==> src/rtl/if_id_queue.sv <==
// if_id_queue: small circular buffer decoupling instruction fetch (IF) from
// decode (ID). Fetch pushes {pc, inst} pairs; decode sees the head entry, or
// an all-zero bubble when the queue is empty. Either flush input empties the
// queue at the next edge.
module if_id_queue #(
  parameter int ADDR_W = 32,
  parameter int INST_W = 32,
  parameter int DEPTH  = 4,
  localparam int PTR_W = (DEPTH > 1) ? $clog2(DEPTH) : 1,
  localparam int CNT_W = $clog2(DEPTH + 1)
) (
  input  logic              clk,
  input  logic              rst,
  input  logic [5:0]        stall,
  input  logic              flush,
  input  logic              branch_flush,
  input  logic              if_valid,
  input  logic [ADDR_W-1:0] if_pc,
  input  logic [INST_W-1:0] if_inst,
  output logic              if_ready,
  output logic              id_valid,
  output logic [ADDR_W-1:0] id_pc,
  output logic [INST_W-1:0] id_inst,
  output logic [CNT_W-1:0]  count
);

  logic [ADDR_W-1:0] pc_mem   [DEPTH];
  logic [INST_W-1:0] inst_mem [DEPTH];
  logic [PTR_W-1:0]  wr_ptr;
  logic [PTR_W-1:0]  rd_ptr;
  logic [CNT_W-1:0]  cnt;
  logic              any_flush;
  logic              push;
  logic              pop;

  // Ready and handshake qualifiers. if_ready is taken from cnt alone so it
  // never depends combinationally on stall, flush or if_valid.
  always_comb begin
    any_flush = flush | branch_flush;
    if_ready  = (cnt < CNT_W'(DEPTH));
    push      = if_valid & if_ready & ~stall[1] & ~any_flush;
    pop       = (cnt != '0) & ~stall[2] & ~any_flush;
  end

  // Pointer and occupancy registers; reset, then flush, take priority.
  always_ff @(posedge clk) begin
    // NOTE: non-blocking assignments here so every register samples the
    // pre-edge values of its neighbours, independent of statement order.
    if (rst || any_flush) begin
      wr_ptr <= '0;
      rd_ptr <= '0;
      cnt    <= '0;
    end else begin
      if (push) wr_ptr <= wr_ptr + PTR_W'(1);
      if (pop)  rd_ptr <= rd_ptr + PTR_W'(1);
      case ({push, pop})
        2'b10:   cnt <= cnt + CNT_W'(1);
        2'b01:   cnt <= cnt - CNT_W'(1);
        default: cnt <= cnt;
      endcase
    end
  end

  // Entry storage: written on push only.
  always_ff @(posedge clk) begin
    // NOTE: storage is deliberately not reset; cnt=0 already masks stale
    // entries on the outputs, and leaving it out keeps the array as plain RAM.
    if (push) begin
      pc_mem[wr_ptr]   <= if_pc;
      inst_mem[wr_ptr] <= if_inst;
    end
  end

  // Decode-side view: head entry when occupied, zero bubble otherwise.
  always_comb begin
    // NOTE: every output gets a value on every path, so no latch is inferred.
    id_valid = (cnt != '0);
    id_pc    = '0;
    id_inst  = '0;
    if (id_valid) begin
      id_pc   = pc_mem[rd_ptr];
      id_inst = inst_mem[rd_ptr];
    end
    count = cnt;
  end

endmodule

==> config.mk <==
export PLATFORM = sky130hd
export DESIGN_NAME = if_id_queue
export DESIGN_NICKNAME = d
export VERILOG_FILES = /design/src/rtl/if_id_queue.sv
export SDC_FILE = /design/constraint.sdc
export NUM_CORES = 1
export LEC_CHECK = 0
export BUFFER_PORTS_ARGS = -buffer_cell sky130_fd_sc_hd__buf_2
export CAP_MARGIN = 15
export CORE_ASPECT_RATIO = 1.1
export CORE_MARGIN = 5
export CORE_UTILIZATION = 30
export CTS_BUF_LIST = sky130_fd_sc_hd__clkbuf_8
export DETAILED_ROUTE_END_ITERATION = 8
export PLACE_DENSITY_LB_ADDON = 0.15
export SLEW_MARGIN = 10
export SYNTH_ARGS = -nofsm -noshare
export SYNTH_HDL_FRONTEND = slang
export SYNTH_SLANG_ARGS = --single-unit
==> constraint.sdc <==
create_clock -name clk -period 3.38 [get_ports clk]
set_clock_uncertainty 0.1 [all_clocks]
set_input_delay 0.507 -clock clk [delete_from_list [all_inputs] [get_ports clk]]
set_output_delay 0.507 -clock clk [all_outputs]
set_load 0.03 [all_outputs]
==> flow_summary.yaml <==
outcome:
  status: "finished, final reports clean"
critical_path:
  r2r_end: "count[2]"
  r2r_cells: 9
  crit_path_end_kind: "primary output"
  critical_path_arrival_ns: 2.42
  crit_fanout: 33
  start_kind: "flop"
  regToRegSetupSlack_ns: 0.78
  crit_required_ns: 2.77
  reg2reg_from: "count[2]"
  path_class: "reg2out"
final_layout:
  antennaDiodeCount: 0
  syn2layout_area_growth_pct: 20.6
  nFillCells: 3162
  multi_input_area_um2: 2140
  final_nets: 715
  mostFrequentLayoutCells: "edfxtp_1 (256), buf_2 (139), mux4_2 (64)"
  fin_cells: 1099
  drive_gt1_frac: 0.423
  final_common_cell: "edfxtp_1"
  seqCellArea_um2: 7880
floorplanning:
  dieArea_um2: 37700
  num_io_pins: 144
  die_w_um: 186
  initial_core_util: 0.305
  fp-row-count: 70
  core-area_um2: 33400
  die_height_um: 203
timing:
  rsz0062_at_grt: "no"
  final.min_clock_period_ns: 3.02
  drv_slew: 0
  period_share: 0.894
  finalSetupViolations: 0
  tightest_slew_ns: 0.595
  max_slew_margin: 0.603
  setup_tns_ns: 0
  fmax_mhz: 331
  hold_viol: 0
placed_design:
  io_buffers: 139
  dp.final_hpwl_um: 11800
  dp.cells: 1018
  gp_congestion: 0.708
clock_network:
  cts_buffer_depth: 3
  cts_root_buf: "clkbuf_8"
  ctsResizeCount: 0
  cts_inserted_buffers: 46
  path_clk_slew_ns: 0.06
  postCtsHoldBufs: 0
  htree_levels: 2
  post_cts.repair.setup_buffers: 0
  clkLatencyLatePin_ns: 0.54
  cts_tree: "done"
  clock-sinks: 265
detailed_routing:
  wl_um: 21600
  drtPass1Iterations: 4
  avgRoutedWirePerCell_um: 19.6
  dr_total_vias: 4985
  antenna_left: 0
  drtIter0Drc: 173
  avgViaCountPerCell: 4.54
  route.detailed.drc: 0
min_path:
  hold_start: "if_inst[28]"
  min_to: "inst_mem[3][28]"
  hold_path_depth: 1
  hold_path_class: "in2reg"
global_route:
  grt_pass1_wl_um: 32700
  grt_pass1_vias: 5646
  antenna_found_initial: 3
  grt_max_degree: 70
  grt_overflow: 0
  grt_util_all_layers: 0.115
yosys:
  ys_seq_elements: 265
  synth_compound_area_frac: 0.00394
  netlist_instances: 459
  yosys.area.top_type_share: 0.756
  yosysUniqueCellTypes: 25
  yosys.area.top_type: "edfxtp_1"
  seq_area_frac_synth: 0.773
  ys_warn_count: 0
  yosys-top-cells-area: "edfxtp_1 (76%), mux4_2 (14%), nor2b_1 (3.6%), dfxtp_1 (1.8%), buf_6 (0.89%)"
  syn-num-nets: 540
  synthAdderAreaFrac: 0.00812
  synthXorXnorAreaFrac: 0.00258
  synth_simple_gate_area_frac: 0.0516
  syn_area_per_cell_um2: 22.2
  syn_area_um2: 10200
  synth_top_family_by_area: "multiplexers"
  synthMuxAreaShare: 0.143
pwr:
  p_per_area_nw_per_um2: 519
  leakage_nw: 4.16
  peakVddDrop_mv: 0.243
run:
  cap_violations: 0
through the flow:
step                hold slack (ns)   util  setup WS, ns  total power, mW  instance area, um2
finish                       0.0714  0.368         0.357             6.36               12300
global route                 0.0205  0.368         0.135             6.66               12300
CTS                          0.0153  0.368         0.230             6.49               12300
detailed placement            0.379  0.343         0.522             3.81               11400
global placement              0.365  0.343         0.604             3.80               11400
floorplan                     0.359      -         0.147             3.73               10200
registers in the layout, summed over array words and instances, names as in the netlist, named ones only:
register	cells
pc_mem	128
inst_mem	128
count	3
rd_ptr	2
wr_ptr	2
where the power goes:
| group | switching (mW) | internal (mW) | total, mW | leakage [nW] |
|---|---|---|---|---|
| combinational | 0.0700 | 0.0525 | 0.122 | 1.29 |
| clock | 1.21 | 1.41 | 2.62 | 0.490 |
| sequential | 0.00354 | 3.62 | 3.62 | 2.38 |
| total | 1.29 | 5.08 | 6.36 | 4.16 |
critical path, stage by stage (launching register included):
cell,delay [ns]
dfxtp_4,0.59
buf_12,0.34
mux4_2,0.54
nor2b_1,0.16
buf_2,0.20
per-layer routing:
layer	wire length (um)	GRT usage
met5	41	0
met4	451	0.0370
met3	1450	0.0357
met2	10900	0.197
met1	8750	0.137
worst max path at each step:
stage / from / end / slack (ns) / cells past startpoint
6_report: flop / id_inst[30] / 0.36 / 4
4_1_cts: flop / id_inst[30] / 0.23 / 4
3_5_place_dp: stall[1] / count[2] / 0.52 / 10
5_1_grt: flop / id_inst[23] / 0.14 / 4
2_1_floorplan: count[2] / inst_mem[0][0] / 0.15 / 3
3_3_place_gp: stall[1] / pc_mem[3][25] / 0.60 / 5
area by class of cell:
type / instances / share of cell area
Sequential cell: 265 / 0.642
Multi-Input combinational cell: 164 / 0.174
Timing Repair Buffer: 149 / 0.0699
Clock buffer: 49 / 0.0549
Tap cell: 432 / 0.0440
Clock inverter: 32 / 0.0130
Inverter: 8 / 0.00245
synthesized netlist by cell type, drive strengths merged:
cell type	number
buf	14
and2	4
edfxtp	256
mux2i	1
and2b	6
fa	1
xor2	2
nor4	1
nor3	1
nor2b	58
dfxtp	9
inv	8
nor2	5
nand2b	1
nor3b	2
or3	4
xnor2	1
mux4	64
o21ai	3
a21oi	5
ha	5
clkbuf	8
cells by family after synthesis:
logic type / Yosys count
adders and majority gates: 6
muxes: 65
xor gates and xnor gates: 3
DFF: 265
buffers and inverters: 30
AOI/OAI and AO/OA: 8
and+or+nand+nor: 82
(Power assumes the default switching activity.)
